File: config.mk
export PLATFORM = sky130hd
export DESIGN_NAME = serial_carry_skip_adder
export DESIGN_NICKNAME = d
export VERILOG_FILES = /design/src/rtl/serial_carry_skip_adder.sv
export SDC_FILE = /design/constraint.sdc
export NUM_CORES = 1
export LEC_CHECK = 0
export BUFFER_PORTS_ARGS = -buffer_cell sky130_fd_sc_hd__buf_2
export CORE_MARGIN = 5
export CORE_UTILIZATION = 51
export CTS_CLUSTER_DIAMETER = 30
export DETAILED_ROUTE_END_ITERATION = 7
export PLACE_DENSITY = 0.75
export SYNTH_ARGS = -nofsm -noshare
export SYNTH_HDL_FRONTEND = slang
export SYNTH_SLANG_ARGS = --single-unit
File: constraint.sdc
create_clock -name clk -period 3 [get_ports clk]
set_input_delay 0.15 -clock clk [delete_from_list [all_inputs] [get_ports clk]]
set_output_delay 0.15 -clock clk [all_outputs]
set_load 0.005 [all_outputs]
File: src/rtl/serial_carry_skip_adder.sv
// Nibble-serial WIDTH-bit adder: one 4-bit carry-skip slice reused over NSLICE cycles,
// LSB nibble first, with valid/ready handshakes on operand and result sides.

module carry_skip_4bit (
  input  logic [3:0] a,
  input  logic [3:0] b,
  input  logic       cin,
  output logic [3:0] sum,
  output logic       cout
);
  logic [3:0] p_s;
  logic [3:0] g_s;
  logic       c1_s;
  logic       c2_s;
  logic       c3_s;
  logic       c4_s;

  assign p_s  = a ^ b;
  assign g_s  = a & b;
  assign c1_s = g_s[0] | (p_s[0] & cin);
  assign c2_s = g_s[1] | (p_s[1] & c1_s);
  assign c3_s = g_s[2] | (p_s[2] & c2_s);
  assign c4_s = g_s[3] | (p_s[3] & c3_s);
  assign sum  = p_s ^ {c3_s, c2_s, c1_s, cin};
  // all-propagate nibble forwards cin directly instead of waiting on the ripple
  assign cout = (&p_s) ? cin : c4_s;
endmodule

module serial_carry_skip_adder #(
  parameter int WIDTH = 32
) (
  input  logic             clk,
  input  logic             rst,
  input  logic             in_valid,
  output logic             in_ready,
  input  logic [WIDTH-1:0] a,
  input  logic [WIDTH-1:0] b,
  input  logic             cin,
  output logic             out_valid,
  input  logic             out_ready,
  output logic [WIDTH-1:0] sum,
  output logic             cout,
  output logic             busy
);
  localparam int NSLICE = WIDTH / 4;
  localparam int CNT_W  = (NSLICE > 1) ? $clog2(NSLICE) : 1;
  localparam logic [CNT_W-1:0] CNT_LAST = CNT_W'(NSLICE - 1);

  if ((WIDTH % 4 != 0) || (WIDTH < 8)) begin : g_width_check
    $error("serial_carry_skip_adder: WIDTH must be a multiple of 4 and >= 8");
  end

  typedef enum logic [1:0] {
    IDLE = 2'd0,
    RUN  = 2'd1,
    DONE = 2'd2
  } state_t;

  state_t           state_r;
  state_t           state_nxt_s;
  logic [WIDTH-1:0] a_r;
  logic [WIDTH-1:0] b_r;
  logic [WIDTH-1:0] sum_r;
  logic             carry_r;
  logic             cout_r;
  logic [CNT_W-1:0] cnt_r;
  logic             out_valid_r;
  logic             busy_r;
  logic [3:0]       slice_sum_s;
  logic             slice_cout_s;

  carry_skip_4bit u_slice (
    .a    (a_r[3:0]),
    .b    (b_r[3:0]),
    .cin  (carry_r),
    .sum  (slice_sum_s),
    .cout (slice_cout_s)
  );

  // next-state decode for the IDLE/RUN/DONE sequencer
  always_comb begin
    state_nxt_s = state_r;
    case (state_r)
      IDLE: begin
        if (in_valid) state_nxt_s = RUN;
        else          state_nxt_s = IDLE;
      end
      RUN: begin
        if (cnt_r == CNT_LAST) state_nxt_s = DONE;
        else                   state_nxt_s = RUN;
      end
      DONE: begin
        if (out_ready) state_nxt_s = IDLE;
        else           state_nxt_s = DONE;
      end
      default: state_nxt_s = IDLE;
    endcase
  end

  // state, status flags and nibble datapath
  always_ff @(posedge clk) begin
    if (rst) begin
      state_r     <= IDLE;
      a_r         <= '0;
      b_r         <= '0;
      sum_r       <= '0;
      carry_r     <= 1'b0;
      cout_r      <= 1'b0;
      cnt_r       <= '0;
      out_valid_r <= 1'b0;
      busy_r      <= 1'b0;
    end else begin
      state_r     <= state_nxt_s;
      out_valid_r <= (state_nxt_s == DONE);
      busy_r      <= (state_nxt_s != IDLE);
      case (state_r)
        IDLE: begin
          if (in_valid) begin
            a_r     <= a;
            b_r     <= b;
            carry_r <= cin;
            cnt_r   <= '0;
          end
        end
        RUN: begin
          sum_r   <= {slice_sum_s, sum_r[WIDTH-1:4]};
          a_r     <= {4'b0000, a_r[WIDTH-1:4]};
          b_r     <= {4'b0000, b_r[WIDTH-1:4]};
          carry_r <= slice_cout_s;
          cnt_r   <= cnt_r + CNT_W'(1);
          if (cnt_r == CNT_LAST) cout_r <= slice_cout_s;
        end
        default: begin
        end
      endcase
    end
  end

  // rst gates in_ready so the source never sees a handshake during reset
  assign in_ready  = (state_r == IDLE) && !rst;
  assign out_valid = out_valid_r;
  assign busy      = busy_r;
  assign sum       = sum_r;
  assign cout      = cout_r;
endmodule

======== Word-level counts from Yosys, hierarchy flattened ========
Cells that the tools add are included.
operators by class
  add/subtract/negate cells ............... 1
  equal/unequal tests ..................... 5
  bitwise operators ....................... 11
  reduce and logical (&&, ||, !) cells .... 8
  multiplexer cells ....................... 13
operators by type and width
  operator                                        count
  case mux 32 bit (2 select lines)                2
  two-way mux 32 bit                              2
  bitwise XOR 4 bit                               2
  case mux 2 bit (3 select lines)                 1
  case mux 3 bit (2 select lines)                 1
  AND 1 bit                                       4
  AND 4 bit                                       1
  == test 2 bit (second input constant)           2
  two-way mux 2 bit                               2
  OR 1 bit                                        4
  AND reduction 2 bit                             2
  AND reduction 4 bit                             1
  nonzero test 2 bit                              2
  adder 3 x 1 -> 3 bit (second input constant)    1
  == test 3 bit (second input constant)           1
  two-way mux 1 bit                               3
  two-way mux 3 bit                               1
  == test 2 x 1 -> 1 bit (second input constant)  1
  logical NOT 2 bit                               1
  != test 2 bit (second input constant)           1
  case mux 1 bit (2 select lines)                 1
  logical AND 1 bit                               1
  logical NOT 1 bit                               1
word-level totals
  word-level logic and storage cells ...... 47
  bits of input ports ..................... 69
  bits in registers ....................... 105

======== Depth between registers and ports, before layout ========
Gate-level depths: netlist of the first run.
  word-level depth ........................ 11
  depth in mapped cells ................... 10
  depth with buffers taken out ............ 10

======== Cells and area by module ========
Synthesis of the first run repeated with hierarchy kept, for this count alone.
unflattened totals
  cells, all modules ...................... 400
  area total of the unflattened synthesis .. 4237.8 um2
by module, submodules not included
  module                   times used  area each (um2)  sequential area each (um2)  cells each
  serial_carry_skip_adder  1           4057.6           2102.0                      381
  carry_skip_4bit          1           180.2            0.0                         19

======== Least setup slack after synthesis of the first run ========
OpenSTA, ideal clock, no wires.
  path type ............................... register -> register
  from .................................... register a_r[0]
  to ...................................... register sum_r[31] (netlist: sum[31])
  path slack .............................. 981 ps
  required time ........................... 2914 ps
  stages on the path, launching flop included .. 9
  arrival time ............................ 1933 ps
  library setup time ...................... 86 ps
  period minus slack after synthesis ...... 2019 ps
  path buffers ............................ 0
  cells stage by stage .................... dfxtp_1 -> inv_1 -> fa_1 -> inv_1 -> fa_1 -> fa_1 -> inv_1 -> fa_1 -> a211oi_1
between the ends
  longest elaborated chain between the ends .. 8
RTL lines
  item                      RTL line  source
  start: declaration        61        logic [WIDTH-1:0] a_r;
  start signal: assignment  127       a_r <= {4'b0000, a_r[WIDTH-1:4]};
  bitwise XOR 4 bit         18        assign p_s = a ^ b;
  AND 1 bit                 20        assign c1_s = g_s[0] | (p_s[0] & cin);
  OR 1 bit *                20
  AND 1 bit *               21        assign c2_s = g_s[1] | (p_s[1] & c1_s);
  OR 1 bit *                21
  AND 1 bit *               22        assign c3_s = g_s[2] | (p_s[2] & c2_s);
  OR 1 bit *                22
  bitwise XOR 4 bit *       24        assign sum = p_s ^ {c3_s, c2_s, c1_s, cin};
  end signal: assignment    126       sum_r <= {slice_sum_s, sum_r[WIDTH-1:4]};
  end: declaration          63        logic [WIDTH-1:0] sum_r;
Every way passes the cells marked *; elsewhere a longest branch is shown, timed or not.
A chain may end at the register's enable or synchronous reset.

======== Worst setup path after layout of the first run ========
Ends and elaborated chain as after synthesis.

==> out/qor.csv, run 1 <==
metric,value,unit
DP Area,5010,um2
layout cells sized above 1,26.4,%
"FFs w/ async S/R, synth",0,%
post-layout min period,2.18,ns
crit path max fanout,3,
post-synth net total,612,
# DRC,0,
post-synth cell types,29,
first-pass GRT wire length,16.3,mm
fin nets,687,
Lkg Pwr,2.19,nW
Cell Rows,34,
# H-tree levels,3,
Post-CTS Repair Setup Buffers,0,
CTS hold repair buffers,0,
maximum clock path buffer count,2,
multi-input logic area,2150,um2
Post-Syn Area,4550,um2
Initial DRT Pass Iterations,4,
clk root buf,clkbuf_8,
Synth Area in Adders,3.41,%
Port Buffers,104,
hold depth,3,
R2R Path End,sum[31],
vias in the first global route,3543,
Main synth FF type,dfxtp_1,
average wire per standard cell,13.8,um
number of synthesized flops with an enable pin,0,
FF+latch area,2100,um2
Die X,105,um
area grow syn2layout,15.0,%
RSZ-0062 raised after global routing,no,
"CTS clk-pin slew, worst paths",0.10,ns
syn avg cell area,8.54,um2
complex-gate fraction of the synthesized area,21.4,%
n_diodes,0,
kind of critical path,register to register,
FF-to-FF path depth,8,
Die Area,10900,um2
number of synthesized register bits,105,
r2r startpoint,a_r[0],
dpl hpwl,6.68,mm
DRT iter0 DRCs,167,
skew final,0.00818,ns
xor/xnor share of the synthesized area,0,%
gr usage total,17.5,%
filler cell count,810,
Max Cap Viol,0,
CTS Buf Count,9,
setup violators final,0,
type of the worst min-delay path,primary input to register,
Setup TNS Final,0,ns
final hold violation count,0,
Final Cell Area,5240,um2
Mapped Cells,533,
WL final,9.93,mm
initial antenna violation count,0,
TritonCTS clock tree,built,
maximum vdd drop,0.000285,V
Slew Limit Fails,0,
CTS Sinks,105,
Worst Path Arrival,2.44,ns
Resize count post-CTS,0,
Min-Delay Startpoint,a[30],
main combinational cell family by area after synthesis,simple AND/OR/NAND/NOR gates,
Slew headroom,38.7,%
gpl congestion,0.827,
initial core utilization,52.2,%
total core area,8720,um2
share of synthesized area spent on multiplexers,0.440,%
io pins,105,
hold-critical path endpoint,a_r[30],
synthesis warning total,0,
Worst-Skew Late Latency,0.36,ns
power after layout,2.88,mW
worst setup path start,a_r[0],
height of the die,105,um
status,"complete, no violations",
Post-Synth Simple-Gate Area,21.9,%
largest net degree at the start of global routing,90,
sequential fraction of the synthesis area,46.2,%
global route overflow,0,
Critical Path Start Type,register,
maximum clock rate,459,MHz
endpoint class of the critical path,register,
"setup slack, reg-to-reg",0.82,ns
Worst-Margin Slew,0.920,ns
PwrDens,550,nW/um2
Via-to-Cell Ratio,5.35,
Via Count,3860,
required time of the critical path,3.27,ns
Final Cycle Share,72.5,%
Final ANT Viol Nets,0,
-- layout by cell type, fill, tap and decap left out, types with 2 or more instances in the layout --
cell type  instances
a311oi_1          27
or3b_2             2
a311oi_2          29
fa_1               4
nand3_1            3
nand3b_1           2
dfxtp_1          105
a211oi_1           3
bufinv_16          2
clkbuf_8          10
mux2i_1            2
buf_4              7
a21oi_1           35
a22oi_1            9
ha_1               6
inv_1              8
buf_2            103
nor2_1            67
nand2_1          174
-- registers in the layout, summed over array words and instances, names as in the netlist --
name       flops
a_r           32
b_r           32
busy           1
carry_r        1
cnt_r          3
cout           1
out_valid      1
state_r        2
sum           32
-- synth_stat cells, types with 3 or more instances --
cell type    n  area share (%)
dfxtp_1    105              46
nor2_1      67             5.5
nand2_1    174              14
a22oi_1      9             1.5
fa_1         4             1.8
a211oi_1     3            0.49
a311oi_2    29             9.6
nand3_1      3            0.33
clkbuf_1    12            0.99
ha_1         6             1.6
a21oi_1     35             3.8
buf_4        7             1.2
buf_6        6             1.5
a311oi_1    27             5.2
buf_2       22             2.4
inv_1        8            0.66
-- worst max-delay path: stages, from the launching register on --
cell and delay (ns):
dfxtp_1 0.34, inv_1 0.09, fa_1 0.19, inv_1 0.05
fa_1 0.38, fa_1 0.38, inv_1 0.08, fa_1 0.40
a211oi_1 0.19
-- how the worst max path moves through the flow --
stage	to	cells past startpoint
floorplan	sum[31]	8
global placement	sum[31]	8
detailed placement	sum[31]	8
CTS	sum[31]	8
global route	cout	10
finish	sum[31]	8
-- per-layer routing --
metal  track usage, %  wire, um  vias to the layer above
met3             4.53       641                        8
met2             27.8      4510                      100
li1                 -         -                     1957
met4             4.44        95                        0
met1             23.8      4680                     1795
met5                0         0                        -
-- through the flow --
step	std cells	setup WS (ns)	util [%]	hold WS, ns
6_report	721	0.824	60.1	0.0411
5_1_grt	721	0.727	60.1	0.0351
4_1_cts	721	0.822	60.1	0.0299
3_5_place_dp	705	0.855	57.4	0.406
3_3_place_gp	705	0.926	57.4	0.403
2_1_floorplan	533	0.981	-	0.311
-- cell families after synthesis --
family / after synthesis
DFF: 105
buffers and inverters: 55
and+or+nand+nor: 254
adders and majority gates: 10
muxes: 2
AOI/OAI and AO/OA: 107
-- power by group --
part	total [mW]	switching (mW)	internal, mW
clock network	0.979	0.483	0.496
logic	0.370	0.219	0.151
registers	1.53	0.0528	1.48
-- cell type report --
class | instances | area share, %
repair buffers | 111 | 11.2
well taps | 108 | 2.58
clock inverters | 6 | 1.72
multi-input cells | 373 | 41.1
flip-flops and latches | 105 | 40.1
clock buffers | 10 | 2.63
inverters | 8 | 0.573
(Power assumes the default switching activity.)
==> run 2, diff against run 1 <==
Clock period 3 ns to 2.2 ns, I/O delays scaled along.
==> out/qor.csv, run 2 (synthesized netlist as in run 1, its figures left out) <==
metric,value,unit,change
Die X,105,um,unchanged
total core area,8720,um2,unchanged
maximum vdd drop,0.000366,V,was 0.000285 V
Worst path max stage delay,0.42,ns,was 0.40 ns
Final Util,62.1,%,was 60.1%
worst setup margin,0.0893,ns,was 0.824 ns
CTS Buf Count,9,,unchanged
maximum clock path buffer count,2,,unchanged
required time of the critical path,2.48,ns,was 3.27 ns
skew final,0.0126,ns,was 0.00818 ns
average wire per standard cell,14.2,um,was 13.8 um
"most common cell after layout, fill and taps aside",nand2_1,,unchanged
crit path max fanout,3,,unchanged
area grow syn2layout,18.8,%,was 15.0%
DRT iter0 DRCs,162,,was 167
# H-tree levels,3,,unchanged
gpl congestion,0.822,,was 0.827
gr usage total,18.8,%,was 17.5%
first-pass GRT wire length,17.4,mm,was 16.3 mm
hold slack final,0.00849,ns,was 0.0411 ns
global route overflow,0,,unchanged
Sw Share,26.1,%,was 26.2%
clk root buf,clkbuf_8,,unchanged
initial antenna violation count,0,,unchanged
PwrDens,722,nW/um2,was 550 nW/um2
vias in the first global route,3823,,"was 3,543"
Top delay family on crit path,adder cells,,unchanged
Via Count,3936,,"was 3,860"
Lkg Pwr,2.26,nW,was 2.19 nW
n_diodes,0,,unchanged
part of the power in registers,53.4,%,was 53.2%
Cell Rows,34,,unchanged
Post-CTS Repair Setup Buffers,0,,unchanged
CTS Sinks,105,,unchanged
Final ANT Viol Nets,0,,unchanged
post-layout min period,2.11,ns,was 2.18 ns
Worst Path Arrival,2.39,ns,was 2.44 ns
Clock power frac,32.4,%,was 34.0%
Comb power frac,14.2,%,was 12.8%
final hold violation count,0,,unchanged
Buf/Inv on CP,3,,unchanged
cell breakdown of the critical path,inv_1 > fa_2 > inv_2 > fa_2 > fa_2 > inv_2 > fa_2 > a211oi_1,,was inv_1 > fa_1 > inv_1 > fa_1 > fa_1 > inv_1 > fa_1 > a211oi_1
io pins,105,,unchanged
total internal power,2.89,mW,was 2.13 mW
NetSw,1.02,mW,was 0.754 mW
fin nets,703,,was 687
DP Worst Slack,0.0146,ns,was 0.855 ns
"most used cell, CP",fa_2,,was fa_1
Max Cap Viol,0,,unchanged
most frequent cells in the layout,"nand2_1, dfxtp_1, buf_2, nor2_1, a21oi_1",,unchanged
"CTS clk-pin slew, worst paths",0.10,ns,about the same
layout cells sized above 1,28.5,%,was 26.4%
type of the worst min-delay path,primary input to register,,unchanged
Initial DRT Pass Iterations,4,,unchanged
Critical Path Start Type,register,,unchanged
Worst-Margin Slew,0.715,ns,was 0.920 ns
kind of critical path,register to register,,unchanged
endpoint class of the critical path,register,,unchanged
TritonCTS clock tree,built,,unchanged
Slew headroom,52.1,%,was 38.7%
CP max stage cell,fa_2,,was fa_1
Die Area,10900,um2,unchanged
status,"complete, no violations",,unchanged
Via-to-Cell Ratio,5.36,,was 5.35
Slew Limit Fails,0,,unchanged
initial core utilization,52.2,%,unchanged
maximum clock rate,474,MHz,was 459 MHz
Final Cycle Share,95.9,%,was 72.5%
Setup TNS Final,0,ns,unchanged
# DRC,0,,unchanged
RSZ-0062 raised after global routing,no,,unchanged
dpl hpwl,7.13,mm,was 6.68 mm
height of the die,105,um,unchanged
largest net degree at the start of global routing,54,,was 90
Worst-Skew Late Latency,0.36,ns,about the same
WL final,10.4,mm,was 9.93 mm
Port Buffers,104,,unchanged
setup violators final,0,,unchanged
run 2: final timing paths:
kind                from  endpoint  slack [ns]  cells after the start
setup reg to reg  a_r[0]   sum[31]        0.09                      8
hold reg to reg   sum[2]    sum[2]        0.46                      2
setup / recovery  a_r[0]   sum[31]        0.09                      8
hold / removal     a[28]   a_r[28]       0.008                      3
run 2: layout make-up:
class / instances / area, um2
clock inverters: 5 / 81.3
inverters: 8 / 30.0
clock buffers: 9 / 124
repair buffers: 127 / 773
multi-input cells: 373 / 2160
fillers: 781 / 3310
well taps: 108 / 135
flip-flops and latches: 105 / 2100
run 2: worst min-delay path: stages:
cell and delay, ns:
buf_2 0.08, a22oi_1 0.06, nor2_1 0.08
run 2: power by group through the flow:
stage | Combinational (mW) | Clock (mW) | Sequential (mW)
final | 0.556 | 1.26 | 2.09
after CTS | 0.554 | 1.30 | 2.09
after global placement | 0.527 | 0 | 2.13
after detailed placement | 0.545 | 0 | 2.13
after floorplan | 0.392 | 0 | 2.11
after global routing | 0.623 | 1.39 | 2.11
run 2: per-stage QoR:
step           cells  total power, mW  cell area (um2)
3_3_place_gp     715             2.65             5130
5_1_grt          735             4.12             5410
3_5_place_dp     715             2.68             5130
4_1_cts          734             3.94             5390
2_1_floorplan    533             2.50             4550
6_report         735             3.91             5410
run 2: repair_timing:
action                     4_1_cts  5_1_grt
hold endpoints to repair         5        1
gates resized for setup          0        9
hold buffers                     5        1
setup endpoints to repair        0        3
run 2: layer usage:
metal / global-route usage (%) / part of all wire [%] / up-vias
met3: 4.78 / 6.7 / 5
met5: 0 / 0 / -
met1: 25.0 / 45 / 1839
met2: 30.8 / 48 / 101
met4: 4.44 / 0.71 / 0
li1: - / - / 1991
==> run 3, diff against run 2 <==
Settings changed: ABC_AREA set to 1.
==> out/qor.csv, run 3 <==
metric,value,unit,change
status,"complete, no violations",,unchanged
post-synth cell types,23,,was 29
Port Buffers,104,,unchanged
Slew headroom,65.0,%,was 52.1%
synth top area cells,"dfxtp_1, nand2_1, nor2_1, o21ai_0, a31oi_1",,"was dfxtp_1, nand2_1, a311oi_2, nor2_1, a311oi_1"
layout cells sized above 1,18.2,%,was 28.5%
WL final,10.6,mm,was 10.4 mm
vias in the first global route,3931,,"was 3,823"
clk root buf,clkbuf_8,,unchanged
average wire per standard cell,12.4,um,was 14.2 um
DRT iter0 DRCs,231,,was 162
Synth area leader,dfxtp_1,,unchanged
Post-CTS Repair Setup Buffers,0,,unchanged
total core area,8640,um2,was 8720 um2
Slew Limit Fails,0,,unchanged
CP max stage cell,fa_1,,was fa_2
Final Cycle Share,93.4,%,was 95.9%
maximum clock rate,487,MHz,was 474 MHz
filler cell count,820,,was 781
kind of critical path,register to register,,unchanged
Via Count,4207,,"was 3,936"
PwrDens,733,nW/um2,was 722 nW/um2
Critical Path Start Type,register,,unchanged
Final ANT Viol Nets,0,,unchanged
TritonCTS clock tree,built,,unchanged
syn avg cell area,7.06,um2,was 8.54 um2
synthesis warning total,0,,unchanged
# DRC,0,,unchanged
Worst path max stage delay,0.40,ns,was 0.42 ns
"FFs w/ async S/R, synth",0,%,unchanged
maximum vdd drop,0.000387,V,was 0.000366 V
Post-Syn Area,4500,um2,was 4550 um2
initial core utilization,52.1,%,was 52.2%
required time of the critical path,2.49,ns,was 2.48 ns
most frequent cells in the layout,"nand2_1, nor2_1, dfxtp_1, buf_2, o21ai_0",,"was nand2_1, dfxtp_1, buf_2, nor2_1, a21oi_1"
"most common cell after layout, fill and taps aside",nand2_1,,unchanged
largest net degree at the start of global routing,113,,was 54
Lkg Pwr,2.59,nW,was 2.26 nW
number of synthesized flops with an enable pin,0,,unchanged
gpl congestion,0.831,,was 0.822
RSZ-0062 raised after global routing,no,,unchanged
final hold violation count,0,,unchanged
setup violators final,0,,unchanged
number of synthesized register bits,105,,unchanged
Mapped Cells,637,,was 533
global route overflow,0,,unchanged
"most used cell, CP",fa_1,,was fa_2
sequential fraction of the synthesis area,46.8,%,was 46.2%
post-layout min period,2.05,ns,was 2.11 ns
Initial DRT Pass Iterations,4,,unchanged
type of the worst min-delay path,primary input to register,,unchanged
Die Area,10800,um2,"was 10,900 um2"
Buf/Inv on CP,3,,unchanged
initial antenna violation count,0,,unchanged
most frequent cell after synthesis,nand2_1,,unchanged
Cell Rows,34,,unchanged
Main synth FF type,dfxtp_1,,unchanged
Worst-Margin Slew,0.525,ns,was 0.715 ns
height of the die,104,um,was 105 um
Setup TNS Final,0,ns,unchanged
Worst-Skew Late Latency,0.37,ns,was 0.36 ns
"CTS clk-pin slew, worst paths",0.11,ns,was 0.10 ns
post-synth net total,716,,was 612
# H-tree levels,3,,unchanged
CTS Buf Count,9,,unchanged
maximum clock path buffer count,2,,unchanged
Die X,104,um,was 105 um
io pins,105,,unchanged
share of the synthesized area in the top cell type,46.8,%,was 46.2%
crit path max fanout,2,,was 3
n_diodes,0,,unchanged
Max Cap Viol,0,,unchanged
first-pass GRT wire length,17.6,mm,was 17.4 mm
Worst Path Arrival,2.35,ns,was 2.39 ns
fin nets,820,,was 703
dpl hpwl,6.78,mm,was 7.13 mm
Via-to-Cell Ratio,4.93,,was 5.36
area grow syn2layout,22.1,%,was 18.8%
"top cells by count, synth","nand2_1, nor2_1, dfxtp_1",,"was nand2_1, dfxtp_1, nor2_1"
Top delay family on crit path,adder cells,,unchanged
cell breakdown of the critical path,inv_1 > fa_1 > inv_1 > fa_1 > fa_1 > inv_1 > fa_1 > a21oi_1,,was inv_1 > fa_2 > inv_2 > fa_2 > fa_2 > inv_2 > fa_2 > a211oi_1
CTS Sinks,105,,unchanged
gr usage total,19.1,%,was 18.8%
skew final,0.0138,ns,was 0.0126 ns
hold slack final,0.0132,ns,was 0.00849 ns
endpoint class of the critical path,register,,unchanged
[run 3: cell count changes after synthesis, moves of 9 or more]
cell	previous run	this run
a21oi_1	35	14
a22oi_1	9	0
a311oi_1	27	0
a311oi_2	29	0
a31oi_1	1	28
inv_1	8	37
nor2_1	67	124
o21ai_0	0	71
o21ai_1	0	16
[run 3: path summary, 6_finish.rpt]
kind              startpoint       to  slack [ns]  cells past startpoint
hold / removal         a[17]  a_r[17]        0.01                      3
hold reg to reg      b_r[14]  b_r[10]        0.47                      2
setup / recovery     carry_r  sum[31]        0.15                      8
setup reg to reg     carry_r  sum[31]        0.15                      8
[run 3: final cells by class]
class / count / area [um2] / area share (%)
Inverter: 41 / 154 / 2.80
Multi-Input combinational cell: 448 / 2030 / 36.9
Sequential cell: 105 / 2100 / 38.3
Timing Repair Buffer: 136 / 873 / 15.9
Clock inverter: 7 / 71.3 / 1.30
Tap cell: 108 / 135 / 2.46
Clock buffer: 9 / 124 / 2.26
[run 3: kinds of logic after synthesis]
family / Yosys count / synth area share [%]
flops: 105 / 46.8
buf+inv: 84 / 8.43
fa+ha+maj: 10 / 3.45
compound gates: 132 / 15.7
simple gates: 306 / 25.7
[run 3: tightest hold or removal path: cells and delay by family]
kind            cells  cell delay, ns
simple gates        1            0.06
buf+inv             1            0.10
compound gates      1            0.08
[run 3: repair_timing]
item / CTS / global route
endpoints found under the hold margin: 25 / 0
hold buffers: 25 / 0
endpoints found under the setup margin: 0 / 3
resized for setup: 0 / 4
[run 3: per-stage QoR]
step | area (um2) | power, mW | util (%) | worst slack, ns | instances
2_1_floorplan | 4500 | 2.64 | - | 0.258 | 637
3_3_place_gp | 5040 | 2.85 | 58.4 | 0.220 | 813
3_5_place_dp | 5040 | 2.87 | 58.4 | 0.179 | 813
4_1_cts | 5490 | 4.05 | 63.5 | 0.148 | 854
5_1_grt | 5490 | 4.25 | 63.5 | 0.00592 | 854
6_report | 5490 | 4.02 | 63.5 | 0.146 | 854
[run 3: routing by layer]
metal	part of all wire [%]	vias to the layer above	routed length (um)	global-route usage, %
met4	1.3	0	142	6.75
met2	48	102	5040	32.6
met5	0	-	0	0
li1	-	2216	-	-
met1	46	1876	4850	24.1
met3	5.3	13	556	3.41
[run 3: power breakdown]
group / internal [mW] / switching (mW) / total, mW
Sequential: 2.06 / 0.0851 / 2.15
Clock: 0.446 / 0.711 / 1.16
Combinational: 0.298 / 0.416 / 0.714
